**src/rtl/lsu_mem_master_if.sv**
```systemverilog
// Bundle of the core-side request/response handshake and the word-addressed data
// memory port driven by the load/store unit.
interface lsu_mem_master_if #(
  parameter int unsigned DATA_WIDTH = 32,
  parameter int unsigned ADDR_WIDTH = 32
);

  // Core request / response
  logic                  req_valid;
  logic                  req_ready;
  logic                  req_write;
  logic [2:0]            req_funct3;
  logic [ADDR_WIDTH-1:0] req_addr;
  logic [DATA_WIDTH-1:0] req_wdata;
  logic                  resp_valid;
  logic [DATA_WIDTH-1:0] resp_rdata;
  logic                  resp_err;

  // Data memory
  logic [DATA_WIDTH-1:0] mem_addr;
  logic [DATA_WIDTH-1:0] mem_wd;
  logic                  mem_we;
  logic                  mem_read;
  logic [DATA_WIDTH-1:0] mem_rd;

  // The load/store unit
  modport master (
    input  req_valid, req_write, req_funct3, req_addr, req_wdata, mem_rd,
    output req_ready, resp_valid, resp_rdata, resp_err,
    output mem_addr, mem_wd, mem_we, mem_read
  );

  // The core plus data memory seen from the other side
  modport slave (
    output req_valid, req_write, req_funct3, req_addr, req_wdata, mem_rd,
    input  req_ready, resp_valid, resp_rdata, resp_err,
    input  mem_addr, mem_wd, mem_we, mem_read
  );

endinterface

```
**src/rtl/lsu_mem_master.sv**
```systemverilog
// Load/store unit: turns RV32I byte/half/word loads and stores into whole-word accesses
// on a word-addressed data memory. Sub-word stores use read-modify-write; loads are
// sign/zero-extended. One request in flight, one response pulse per accepted request.
module lsu_mem_master #(
  parameter int unsigned DATA_WIDTH = 32,
  parameter int unsigned ADDR_WIDTH = 32,
  parameter int unsigned MEM_DEPTH  = 65
) (
  input  logic              clk,
  input  logic              rst_n,
  lsu_mem_master_if.master  bus
);

  typedef enum logic [2:0] {
    StIdle,
    StRd,
    StRmwRd,
    StWr,
    StDone
  } state_e;

  state_e                state_q, state_d;
  logic [2:0]            funct3_q, funct3_d;
  logic [ADDR_WIDTH-1:0] addr_q, addr_d;
  logic [15:0]           wdata_q, wdata_d;   // only sub-word stores need the latched data
  logic [DATA_WIDTH-1:0] merged_q, merged_d;
  logic [DATA_WIDTH-1:0] rdata_q, rdata_d;
  logic                  err_q, err_d;

  logic                  req_bad_funct3;
  logic                  req_misaligned;
  logic                  req_out_of_range;
  logic                  req_err;
  logic [7:0]            rd_byte;
  logic [15:0]           rd_half;
  logic [DATA_WIDTH-1:0] load_data;
  logic [DATA_WIDTH-1:0] rmw_word;
  logic [DATA_WIDTH-1:0] word_idx;

  // Classify the incoming request so the accept cycle can route errors straight to DONE
  always_comb begin
    req_bad_funct3 = 1'b0;
    req_misaligned = 1'b0;
    if (bus.req_write) begin
      req_bad_funct3 = (bus.req_funct3 > 3'b010);
    end else begin
      req_bad_funct3 = (bus.req_funct3 == 3'b011) || (bus.req_funct3 == 3'b110) ||
                       (bus.req_funct3 == 3'b111);
    end
    case (bus.req_funct3[1:0])
      2'b01:   req_misaligned = bus.req_addr[0];
      2'b10:   req_misaligned = (bus.req_addr[1:0] != 2'b00);
      default: req_misaligned = 1'b0;
    endcase
    req_out_of_range = ((bus.req_addr >> 2) >= ADDR_WIDTH'(MEM_DEPTH));
    req_err          = req_bad_funct3 || req_misaligned || req_out_of_range;
  end

  // Extract and extend the addressed lane of the read word, and build the RMW store word
  always_comb begin
    rd_byte   = bus.mem_rd[{addr_q[1:0], 3'b000} +: 8];
    rd_half   = bus.mem_rd[{addr_q[1], 4'b0000} +: 16];
    load_data = '0;
    case (funct3_q)
      3'b000:  load_data = {{24{rd_byte[7]}}, rd_byte};
      3'b001:  load_data = {{16{rd_half[15]}}, rd_half};
      3'b010:  load_data = bus.mem_rd;
      3'b100:  load_data = {24'h0, rd_byte};
      3'b101:  load_data = {16'h0, rd_half};
      default: load_data = '0;
    endcase
    rmw_word = bus.mem_rd;
    if (funct3_q[1:0] == 2'b00) begin
      rmw_word[{addr_q[1:0], 3'b000} +: 8] = wdata_q[7:0];
    end else begin
      rmw_word[{addr_q[1], 4'b0000} +: 16] = wdata_q;
    end
    word_idx = DATA_WIDTH'(addr_q >> 2);
  end

  // Next-state and latched-request update
  always_comb begin
    state_d  = state_q;
    funct3_d = funct3_q;
    addr_d   = addr_q;
    wdata_d  = wdata_q;
    merged_d = merged_q;
    rdata_d  = rdata_q;
    err_d    = err_q;
    unique case (state_q)
      StIdle: begin
        if (bus.req_valid) begin
          funct3_d = bus.req_funct3;
          addr_d   = bus.req_addr;
          wdata_d  = bus.req_wdata[15:0];
          merged_d = bus.req_wdata;      // SW writes this directly; SB/SH overwrite it
          rdata_d  = '0;
          err_d    = req_err;
          if (req_err) begin
            state_d = StDone;
          end else if (!bus.req_write) begin
            state_d = StRd;
          end else if (bus.req_funct3[1:0] == 2'b10) begin
            state_d = StWr;
          end else begin
            state_d = StRmwRd;
          end
        end
      end
      StRd: begin
        rdata_d = load_data;
        state_d = StDone;
      end
      StRmwRd: begin
        merged_d = rmw_word;
        state_d  = StWr;
      end
      StWr: begin
        state_d = StDone;
      end
      StDone: begin
        state_d = StIdle;
      end
      default: begin
        state_d = StIdle;
      end
    endcase
  end

  // State and latched registers; synchronous reset aborts any operation in flight
  always_ff @(posedge clk) begin
    if (!rst_n) begin
      state_q  <= StIdle;
      funct3_q <= '0;
      addr_q   <= '0;
      wdata_q  <= '0;
      merged_q <= '0;
      rdata_q  <= '0;
      err_q    <= 1'b0;
    end else begin
      state_q  <= state_d;
      funct3_q <= funct3_d;
      addr_q   <= addr_d;
      wdata_q  <= wdata_d;
      merged_q <= merged_d;
      rdata_q  <= rdata_d;
      err_q    <= err_d;
    end
  end

  // Output decode; everything is forced low while reset is held so no write can slip out
  always_comb begin
    bus.req_ready  = 1'b0;
    bus.resp_valid = 1'b0;
    bus.resp_rdata = '0;
    bus.resp_err   = 1'b0;
    bus.mem_addr   = '0;
    bus.mem_wd     = '0;
    bus.mem_we     = 1'b0;
    bus.mem_read   = 1'b0;
    if (rst_n) begin
      unique case (state_q)
        StIdle: begin
          bus.req_ready = 1'b1;
        end
        StRd, StRmwRd: begin
          bus.mem_read = 1'b1;
          bus.mem_addr = word_idx;
        end
        StWr: begin
          bus.mem_we   = 1'b1;
          bus.mem_addr = word_idx;
          bus.mem_wd   = merged_q;
        end
        StDone: begin
          bus.resp_valid = 1'b1;
          bus.resp_rdata = rdata_q;
          bus.resp_err   = err_q;
        end
        default: begin
          bus.req_ready = 1'b0;
        end
      endcase
    end
  end

endmodule

```
**src/flat_wrapper.sv**
```systemverilog
// flat-port wrapper written by rule: the top's interface ports become plain ports
module lsu_mem_master_flat 
#(
  parameter int unsigned DATA_WIDTH = 32,
  parameter int unsigned ADDR_WIDTH = 32,
  parameter int unsigned MEM_DEPTH  = 65
)
  (clk, rst_n, bus_req_valid, bus_req_write, bus_req_funct3, bus_req_addr, bus_req_wdata, bus_mem_rd, bus_req_ready, bus_resp_valid, bus_resp_rdata, bus_resp_err, bus_mem_addr, bus_mem_wd, bus_mem_we, bus_mem_read);
  lsu_mem_master_if #(.DATA_WIDTH(DATA_WIDTH), .ADDR_WIDTH(ADDR_WIDTH)) bus_i ();
  input  logic clk;
  input  logic rst_n;
  input wire logic [$bits(bus_i.req_valid)-1:0] bus_req_valid;
  input wire logic [$bits(bus_i.req_write)-1:0] bus_req_write;
  input wire logic [$bits(bus_i.req_funct3)-1:0] bus_req_funct3;
  input wire logic [$bits(bus_i.req_addr)-1:0] bus_req_addr;
  input wire logic [$bits(bus_i.req_wdata)-1:0] bus_req_wdata;
  input wire logic [$bits(bus_i.mem_rd)-1:0] bus_mem_rd;
  output wire logic [$bits(bus_i.req_ready)-1:0] bus_req_ready;
  output wire logic [$bits(bus_i.resp_valid)-1:0] bus_resp_valid;
  output wire logic [$bits(bus_i.resp_rdata)-1:0] bus_resp_rdata;
  output wire logic [$bits(bus_i.resp_err)-1:0] bus_resp_err;
  output wire logic [$bits(bus_i.mem_addr)-1:0] bus_mem_addr;
  output wire logic [$bits(bus_i.mem_wd)-1:0] bus_mem_wd;
  output wire logic [$bits(bus_i.mem_we)-1:0] bus_mem_we;
  output wire logic [$bits(bus_i.mem_read)-1:0] bus_mem_read;
  assign bus_i.req_valid = bus_req_valid;
  assign bus_i.req_write = bus_req_write;
  assign bus_i.req_funct3 = bus_req_funct3;
  assign bus_i.req_addr = bus_req_addr;
  assign bus_i.req_wdata = bus_req_wdata;
  assign bus_i.mem_rd = bus_mem_rd;
  assign bus_req_ready = bus_i.req_ready;
  assign bus_resp_valid = bus_i.resp_valid;
  assign bus_resp_rdata = bus_i.resp_rdata;
  assign bus_resp_err = bus_i.resp_err;
  assign bus_mem_addr = bus_i.mem_addr;
  assign bus_mem_wd = bus_i.mem_wd;
  assign bus_mem_we = bus_i.mem_we;
  assign bus_mem_read = bus_i.mem_read;
  lsu_mem_master #(.DATA_WIDTH(DATA_WIDTH), .ADDR_WIDTH(ADDR_WIDTH), .MEM_DEPTH(MEM_DEPTH)) u_core (.clk(clk), .rst_n(rst_n), .bus(bus_i));
endmodule
```
**config.mk**
```make
export PLATFORM = sky130hd
export DESIGN_NAME = lsu_mem_master_flat
export DESIGN_NICKNAME = d
export VERILOG_FILES = /design/src/rtl/lsu_mem_master_if.sv /design/src/rtl/lsu_mem_master.sv /design/src/flat_wrapper.sv
export SDC_FILE = /design/constraint.sdc
export NUM_CORES = 1
export LEC_CHECK = 0
export BUFFER_PORTS_ARGS = -buffer_cell sky130_fd_sc_hd__buf_2
export CORE_ASPECT_RATIO = 0.5
export CORE_MARGIN = 2
export CORE_UTILIZATION = 57
export CTS_BUF_LIST = sky130_fd_sc_hd__clkbuf_2 sky130_fd_sc_hd__clkbuf_4 sky130_fd_sc_hd__clkbuf_8
export DETAILED_ROUTE_END_ITERATION = 12
export MAX_ROUTING_LAYER = met4
export PLACE_DENSITY = 0.88
export SKIP_CTS_REPAIR_TIMING = 1
export SYNTH_ARGS = -nofsm -noshare
export SYNTH_HDL_FRONTEND = slang
export SYNTH_SLANG_ARGS = --single-unit
```
**constraint.sdc**
```tcl
create_clock -name clk -period 5.4 [get_ports clk]
set_input_delay 1.08 -clock clk [delete_from_list [all_inputs] [get_ports clk]]
set_output_delay 1.08 -clock clk [all_outputs]
set_load 0.05 [all_outputs]
```
==> results_dict.tcl, run 1 <==
set metrics [dict create \
    cts-root-buf "clkbuf_8" \
    setup_violations 0 \
    synthMuxAreaShare_pct 4.82 \
    core_um2 10900 \
    gp_congestion 1.00 \
    crit_required_ns 4.32 \
    clockBufferDepth 2 \
    power_mw 2.09 \
    dieWidth_um 153 \
    synthAdderAreaFrac_pct 1.59 \
    relSlewSlack_pct 10.7 \
    routed_via_density 6.05 \
    hold_viol_final 0 \
    ys.flop_type "dfxtp_1" \
    fin_cells 1089 \
    rows 27 \
    num_io_pins 204 \
    antenna_found_initial 1 \
    synth-simple-area-share_pct 26.6 \
    max_cap_viol_count 0 \
    dp_cells 1056 \
    slowest_stage "and3_1" \
    status "complete, no violations" \
    die_h_um 78.4 \
    hold_path_startpoint "u_core.rdata_q[4]" \
    holdPathStages 2 \
    arrival_ns 2.94 \
    synth_edf_count 0 \
    syn_to_final_growth_pct 21.8 \
    clkSinkCount 119 \
    final_cell_mix "201 x buf_2, 167 x nand2_1, 119 x dfxtp_1" \
    cts_tree "done" \
    path_max_fanout 33 \
    path_class "in -> out" \
    numCtsBuffers 17 \
    power_leakage_nw 3.44 \
    final_common_cell "buf_2" \
    worst_pin_slew_ns 1.32 \
    pwr_density_cell_nw_per_um2 272 \
    drtAntennaViolNets 0 \
    crit_chain "buf_2 > inv_2 > nor2_1 > and3_1 > and2_1 > buf_2" \
    crit_path_start_kind "input pin" \
    cts_max_level 4 \
    dieArea_um2 12000 \
    critPathCaptureType "primary output" \
    nets 1041 \
    fmax_mhz 249 \
    drt-initial-drc-count 671 \
    final_core_utilization_pct 70.6 \
    synth_area_um2 6310 \
    firstDrtPassIters 6 \
    dp_hpwl_um 13700 \
    grt_pass1_wl_um 30000 \
    grt.total_usage_pct 32.4 \
    synth-xor-area-share_pct 0.139 \
    synth.distinct_cells 61 \
    grt_pass1_vias 5696 \
    cp_common_cell "buf_2" \
    routed_wl_um 19200 \
    worst_r2r_endpoint "u_core.merged_q[28]" \
    yosysSeqAreaShare_pct 37.8 \
    syn_avg_cell_area_um2 8.22 \
    drc 0 \
    yosysWarningCount 0 \
    min_to "u_core.rdata_q[4]" \
    wl_per_cell_um 17.6 \
    hold_path.class "reg -> reg" \
    fin_crit_ns 4.02 \
    path_clk_slew_ns 0.07 \
    report.final.slew_viol_count 0 \
    skew_ns 0.00924 \
    drive_gt1_share_pct 28.1 \
    gr-total-overflow 0 \
    r2r-start "u_core.addr_q[1]" \
    fin_crit_sh_pct 74.4 \
    ff2ff_setup_slack_ns 2.09 \
    ff2ff_path_depth 7 \
    initial_core_util_pct 58.0 \
    ys_async_sr_fraction_pct 0 \
    grt_max_degree 72 \
    port_buffers 201 \
    peakVddDrop_uv 162 \
    synth_top_family_by_area "simple AND/OR/NAND/NOR gates" \
    vias 6585 \
    grt_setup_unrepaired "false" \
    clock_latency_ns 0.43 \
    fin_tns_setup_ns 0 \
    synth-seq-cells 119 \
    synth_cells 767 \
    synth_compound_area_share_pct 23.1 \
    cp_slowest_stage_delay_ns 0.79 \
]
## synthesized netlist by cell type, types with 15 or more instances
cell type / number / area, um2
and2_1: 96 / 601
dfxtp_1: 119 / 2380
nor2_1: 15 / 56.3
inv_1: 16 / 60.1
a21oi_1: 61 / 305
nand2_1: 167 / 627
mux2i_1: 18 / 180
a221o_1: 16 / 160
clkbuf_1: 37 / 139
buf_2: 17 / 85.1
a221oi_1: 32 / 280
o21ai_0: 25 / 125
## area by class of cell
| cell class | count | area (um2) |
|---|---|---|
| inverter | 17 | 63.8 |
| multi-input combinational | 566 | 3560 |
| sequential | 119 | 2380 |
| timing repair buffer | 209 | 1070 |
| clock inverter | 12 | 150 |
| fill | 870 | 3190 |
| clock buffer | 20 | 275 |
| tap | 145 | 181 |
| antenna | 1 | 2.50 |
## stage by stage
step	hold WS (ns)	area, um2	setup WS [ns]
final	0.449	7680	1.38
after detailed placement	0.439	7260	1.42
after global routing	0.473	7680	1.21
after CTS	0.454	7680	1.41
after global placement	0.432	7260	1.45
after floorplan	0.417	6310	1.68
## layer usage
| metal | vias to the layer above | routed length [um] | global-route usage [%] |
|---|---|---|---|
| met4 | 0 | 331 | 10.3 |
| met2 | 366 | 8540 | 48.3 |
| met5 | - | 0 | - |
| met3 | 42 | 1970 | 8.61 |
| met1 | 3118 | 8330 | 43.5 |
| li1 | 3059 | - | - |
## worst max-delay path, delay by kind of cell
family | cells | cell delay, ns
AND/OR/NAND/NOR | 3 | 1.16
buffers and inverters | 3 | 0.68
## power by group
part	total, mW	internal [mW]	switching (mW)	leakage, nW
Clock	0.866	0.490	0.376	0.199
Sequential	0.946	0.915	0.0305	0.973
Combinational	0.281	0.107	0.174	2.27
## how the worst max path moves through the flow
| stage | from | to | slack, ns |
|---|---|---|---|
| 3_3_place_gp | rst_n | bus_mem_wd[15] | 1.45 |
| 4_1_cts | rst_n | bus_mem_wd[15] | 1.41 |
| 2_1_floorplan | rst_n | bus_resp_rdata[22] | 1.68 |
| 5_1_grt | rst_n | bus_mem_wd[31] | 1.21 |
| 3_5_place_dp | rst_n | bus_mem_wd[15] | 1.42 |
| 6_report | rst_n | bus_mem_wd[15] | 1.38 |
## cell families (layout without fill, tap and decap cells)
kind of cell / after synthesis / in the layout
adder cells (fa/ha/maj): 8 / 8
other: 1 / 3
multiplexers: 28 / 28
flip-flops: 119 / 119
XOR/XNOR: 1 / 1
buffers and inverters: 83 / 258
AND/OR/NAND/NOR: 327 / 327
AO/OA/AOI/OAI: 200 / 200
## registers in the layout (all words and copies together), names as in the netlist
signal           flops
u_core.addr_q       32
u_core.err_q         1
u_core.funct3_q      3
u_core.merged_q     32
u_core.rdata_q      32
u_core.state_q       3
u_core.wdata_q      16
Power figures use the tool's default switching activity.
==> run 2: changes to the inputs <==
--- a/config.mk
+++ b/config.mk
@@ -5,14 +5,15 @@
 export SDC_FILE = /design/constraint.sdc
 export NUM_CORES = 1
 export LEC_CHECK = 0
+export ABC_AREA = 1
 export BUFFER_PORTS_ARGS = -buffer_cell sky130_fd_sc_hd__buf_2
 export CORE_ASPECT_RATIO = 0.5
 export CORE_MARGIN = 2
-export CORE_UTILIZATION = 57
+export CORE_UTILIZATION = 49
 export CTS_BUF_LIST = sky130_fd_sc_hd__clkbuf_2 sky130_fd_sc_hd__clkbuf_4 sky130_fd_sc_hd__clkbuf_8
 export DETAILED_ROUTE_END_ITERATION = 12
 export MAX_ROUTING_LAYER = met4
-export PLACE_DENSITY = 0.88
+export PLACE_DENSITY = 0.79
 export SKIP_CTS_REPAIR_TIMING = 1
 export SYNTH_ARGS = -nofsm -noshare
 export SYNTH_HDL_FRONTEND = slang
==> constraint.sdc (replaced) <==
create_clock -name clk -period 3.4 [get_ports clk]
set_input_delay 0.68 -clock clk [delete_from_list [all_inputs] [get_ports clk]]
set_output_delay 0.68 -clock clk [all_outputs]
set_load 0.05 [all_outputs]
==> results_dict.tcl, run 2 <==
set metrics [dict create \
    final_cell_area_um2 8600 \
    nFillCells 1444 \
    initial_core_util_pct 49.8 \
    wl_met2_um 9760 \
    fmax_mhz 336 \
    synth.distinct_cells 33 \
    worst_pin_slew_ns 0.988 \
    grt_pass1_vias 6809 \
    critPathCaptureType "primary output" \
    drt-initial-drc-count 658 \
    final_cell_mix "248 x nand2_1, 201 x buf_2, 150 x inv_1" \
    path_clk_slew_ns 0.09 \
    relSlewSlack_pct 34.0 \
    fin_cells 1532 \
    max_cap_viol_count 0 \
    cts_tree "done" \
    synth_area_um2 7160 \
    grt.total_usage_pct 29.3 \
    crit_required_ns 2.72 \
    ys_async_sr_fraction_pct 0 \
    crit_path_start_kind "register" \
    power.switching_mw 1.20 \
    drtAntennaViolNets 0 \
    antenna_found_initial 1 \
    core_um2 14400 \
    dieArea_um2 15700 \
    pwr_density_cell_nw_per_um2 433 \
    pre_cts_ws_ns 0.827 \
    synth.largest_area_cell "dfxtp_1" \
    synth_cells 1166 \
    fin_crit_sh_pct 87.6 \
    gr-total-overflow 0 \
    top_layer "met4" \
    r2r-start "u_core.addr_q[1]" \
    p_clk_share_pct 40.1 \
    routed_wl_um 22700 \
    setup_ws_ns 0.420 \
    vias 8062 \
    fin_crit_ns 2.98 \
    dp_cells 1499 \
    clockBufferDepth 2 \
    worst_r2r_endpoint "u_core.merged_q[24]" \
    holdPathStages 2 \
    wl_per_cell_um 14.8 \
    hold_viol_final 0 \
    clock_latency_ns 0.44 \
    numCtsBuffers 17 \
    yosysSeqAreaShare_pct 33.3 \
    ff2ff_path_depth 6 \
    yosysWarningCount 0 \
    switching_share_pct 32.4 \
    cts_max_level 4 \
    top_regs "u_core.addr_q (32), u_core.merged_q (32), u_core.rdata_q (32)" \
    skew_ns 0.0127 \
    synth_commonest_cells "248 x nand2_1, 150 x inv_1, 140 x a21oi_1, 126 x nor2_1, 119 x dfxtp_1" \
    hold_path_startpoint "u_core.addr_q[22]" \
    drive_gt1_share_pct 20.3 \
    syn_avg_cell_area_um2 6.14 \
    p_int_mw 2.52 \
    dpl_cell_area_um2 8150 \
    routed_via_density 5.26 \
    rows 31 \
    drc 0 \
    arrival_ns 2.30 \
    path_max_fanout 18 \
    status "complete, no violations" \
    gp_congestion 0.918 \
    ff2ff_setup_slack_ns 1.08 \
    syn_to_final_growth_pct 20.1 \
    synth_top_cell_area_share_pct 33.3 \
    grt_setup_unrepaired "false" \
    dp_hpwl_um 16500 \
    min_to "u_core.addr_q[22]" \
    hold_path.class "reg -> reg" \
    pwr-share-comb_pct 19.3 \
    num_io_pins 204 \
    ys.flop_type "dfxtp_1" \
    fin_tns_setup_ns 0 \
    wl_met3_um 2180 \
    final_common_cell "nand2_1" \
    report.final.slew_viol_count 0 \
    clkSinkCount 119 \
    path_class "reg -> out" \
    firstDrtPassIters 7 \
    die_h_um 89.5 \
    synthTopCellsByArea "dfxtp_1 33%, nand2_1 13%, a21oi_1 9.8%" \
    yosysMostFrequentCell "nand2_1" \
    grt_pass1_wl_um 35000 \
    port_buffers 201 \
    synth_edf_count 0 \
    wl_met1_um 10600 \
    setup_violations 0 \
    nets 1431 \
    cts-root-buf "clkbuf_8" \
    synth-seq-cells 119 \
    power_mw 3.72 \
    seq_power_share_pct 40.6 \
    dieWidth_um 175 \
    grt_max_degree 67 \
    peakVddDrop_uv 298 \
    power_leakage_nw 3.83 \
]
[run 2: cell families after synthesis]
| family | after synthesis | synth area share, % |
|---|---|---|
| buffers and inverters | 240 | 13.6 |
| adder cells (fa/ha/maj) | 8 | 1.40 |
| flip-flops | 119 | 33.3 |
| AO/OA/AOI/OAI | 308 | 22.9 |
| AND/OR/NAND/NOR | 490 | 28.8 |
| other | 1 | 0.0524 |
[run 2: layout make-up]
type	count	area [um2]	share of cell area, %
well taps	198	248	2.88
clock buffers	17	234	2.72
multi-input cells	808	3810	44.3
repair buffers	214	1100	12.8
inverters	160	603	7.01
diodes	1	2.50	0.0291
flip-flops and latches	119	2380	27.7
clock inverters	15	216	2.52
[run 2: worst max-delay path, stage by stage, from the launching register on]
cell,delay [ns]
dfxtp_1,0.38
inv_1,0.08
nor2_1,0.11
inv_2,0.07
nor2_1,0.09
nand2_1,0.37
buf_4,0.35
nor2_1,0.11
buf_2,0.27
[run 2: metal layers]
metal  vias to the layer above  track usage, %
met2                       357            44.5
met3                        23            7.27
met1                      3614            39.4
met4                         0            7.05
met5                         -               -
li1                       4068               -
[run 2: how the worst max path moves through the flow]
stage	start	endpoint	slack [ns]	cells after the start
floorplan	rst_n	bus_mem_addr[10]	0.44	4
global placement	rst_n	bus_mem_wd[14]	0.91	5
detailed placement	rst_n	bus_mem_addr[14]	0.83	5
CTS	u_core.state_q[0]	bus_mem_wd[11]	0.39	8
global route	u_core.state_q[0]	bus_mem_wd[9]	0.22	8
finish	u_core.state_q[0]	bus_mem_wd[11]	0.42	8
[run 2: stage by stage]
| step | util (%) | hold slack [ns] |
|---|---|---|
| after floorplan | - | 0.430 |
| after global placement | 56.6 | 0.440 |
| after detailed placement | 56.6 | 0.447 |
| after CTS | 59.8 | 0.458 |
| after global routing | 59.8 | 0.484 |
| final | 59.8 | 0.457 |
[run 2: power by group through the flow]
stage	combinational, mW	sequential, mW	clock (mW)
2_1_floorplan	0.514	1.53	0
3_3_place_gp	0.693	1.54	0
3_5_place_dp	0.704	1.54	0
4_1_cts	0.708	1.51	1.50
5_1_grt	0.804	1.52	1.57
6_report	0.717	1.51	1.49
==> run 3: changes to the inputs <==
--- a/config.mk
+++ b/config.mk
@@ -7,13 +7,15 @@
 export LEC_CHECK = 0
 export ABC_AREA = 1
 export BUFFER_PORTS_ARGS = -buffer_cell sky130_fd_sc_hd__buf_2
+export CELL_PAD_IN_SITES_DETAIL_PLACEMENT = 1
+export CELL_PAD_IN_SITES_GLOBAL_PLACEMENT = 1
 export CORE_ASPECT_RATIO = 0.5
 export CORE_MARGIN = 2
-export CORE_UTILIZATION = 49
+export CORE_UTILIZATION = 33
 export CTS_BUF_LIST = sky130_fd_sc_hd__clkbuf_2 sky130_fd_sc_hd__clkbuf_4 sky130_fd_sc_hd__clkbuf_8
 export DETAILED_ROUTE_END_ITERATION = 12
 export MAX_ROUTING_LAYER = met4
-export PLACE_DENSITY = 0.79
+export PLACE_DENSITY = 0.85
 export SKIP_CTS_REPAIR_TIMING = 1
 export SYNTH_ARGS = -nofsm -noshare
 export SYNTH_HDL_FRONTEND = slang
==> results_dict.tcl, run 3 (same netlist as run 2, synthesis figures left out) <==
set metrics [dict create \
    status "complete, no violations" \
    drive_gt1_share_pct 20.2 \
    clkSinkCount 119 \
    wl_per_cell_um 17.1 \
    max_cap_viol_count 0 \
    final_cell_mix "248 x nand2_1, 176 x buf_2, 150 x inv_1" \
    path_class "reg -> out" \
    cp_slowest_stage_delay_ns 0.59 \
    hold_viol_final 0 \
    clock_latency_ns 0.48 \
    numCtsBuffers 17 \
    critPathBufInv 2 \
    clockBufferDepth 2 \
    hold_path_startpoint "u_core.addr_q[10]" \
    antenna_found_initial 1 \
    syn_to_final_growth_pct 26.2 \
    pwr_density_cell_nw_per_um2 399 \
    die_h_um 108 \
    skew_ns 0.0135 \
    hold_path.class "reg -> reg" \
    final_common_cell "nand2_1" \
    fin_crit_sh_pct 89.7 \
    port_buffers 201 \
    report.final.slew_viol_count 0 \
    path_max_fanout 30 \
    drc 0 \
    grt.total_usage_pct 25.3 \
    r2r-start "u_core.addr_q[0]" \
    grt_pass1_vias 8028 \
    seq_power_share_pct 42.2 \
    pwr-share-comb_pct 20.7 \
    relSlewSlack_pct 29.0 \
    path_clk_slew_ns 0.09 \
    core_um2 21500 \
    rows 38 \
    vias 8239 \
    dp_hpwl_um 20900 \
    cts_max_level 4 \
    fin_tns_setup_ns 0 \
    dieWidth_um 212 \
    fmax_mhz 328 \
    gp_congestion 0.891 \
    grt_pass1_wl_um 43700 \
    dieArea_um2 23000 \
    p_clk_share_pct 37.1 \
    cp-startpoint "u_core.state_q[0]" \
    cts-root-buf "clkbuf_8" \
    path_delay_family "simple AND/OR/NAND/NOR gates" \
    drtAntennaViolNets 0 \
    cts_tree "done" \
    worst_pin_slew_ns 1.06 \
    critPathCaptureType "primary output" \
    nets 1430 \
    peakVddDrop_uv 266 \
    fin_crit_ns 3.05 \
    crit_required_ns 2.72 \
    crit_path_start_kind "register" \
    grt_max_degree 84 \
    routed_wl_um 28000 \
    grt_setup_unrepaired "false" \
    firstDrtPassIters 6 \
    power.switching_mw 1.30 \
    top_regs "u_core.addr_q (32), u_core.merged_q (32), u_core.rdata_q (32)" \
    num_io_pins 204 \
    final_core_utilization_pct 42.1 \
    gr-total-overflow 0 \
    switching_share_pct 36.0 \
    drt-initial-drc-count 601 \
    setup_violations 0 \
    power_leakage_nw 3.86 \
    crit_chain "inv_1 > nand2_2 > nand2_1 > nor3_1 > buf_2" \
    initial_core_util_pct 33.3 \
    routed_via_density 5.05 \
    slowest_stage "nand2_1" \
    p_int_mw 2.31 \
    arrival_ns 2.37 \
]
-- run 3: area by class of cell --
cell class	count	area [um2]
fill	2910	12500
multi-input combinational	808	3810
sequential	119	2380
timing repair buffer	213	1470
inverter	160	603
tap	300	375
clock buffer	17	234
clock inverter	15	156
antenna	1	2.50
-- run 3: metal layers --
layer / global-route usage, % / up-vias / part of all wire (%)
met5: - / - / 0
met4: 4.60 / 0 / 0.73
met3: 5.08 / 21 / 4.9
met2: 40.9 / 189 / 47
met1: 33.3 / 3957 / 48
li1: - / 4072 / -
-- run 3: final timing paths --
check / to / slack (ns) / cells after the start
min: u_core.addr_q[10] / 0.46 / 2
min reg2reg: u_core.addr_q[10] / 0.46 / 2
max: bus_mem_addr[1] / 0.35 / 5
max reg2reg: u_core.merged_q[22] / 0.74 / 9
-- run 3: power by group through the flow --
stage | Sequential [mW] | Combinational (mW) | Clock (mW)
6_report | 1.52 | 0.744 | 1.34
5_1_grt | 1.53 | 0.833 | 1.43
4_1_cts | 1.52 | 0.741 | 1.36
3_5_place_dp | 1.55 | 0.734 | 0
3_3_place_gp | 1.55 | 0.710 | 0
2_1_floorplan | 1.53 | 0.514 | 0
-- run 3: per-stage QoR --
stage	instance area [um2]	worst slack [ns]	instances	hold slack [ns]	power [mW]
finish	9040	0.350	1633	0.463	3.60
global route	9040	0.0962	1633	0.442	3.79
CTS	9040	0.284	1632	0.446	3.62
detailed placement	8650	0.805	1600	0.448	2.29
global placement	8650	0.873	1600	0.445	2.26
floorplan	7170	0.436	1167	0.430	2.05
-- run 3: worst register-to-register path, cell delays in order (launching register included) --
cell and delay [ns]:
dfxtp_1 0.67, inv_1 0.30, ha_1 0.47, inv_1 0.40, nand3_1 0.12, o21ai_0 0.20
nand2_1 0.07, nand3_1 0.08, o21ai_0 0.16, nor2_1 0.12
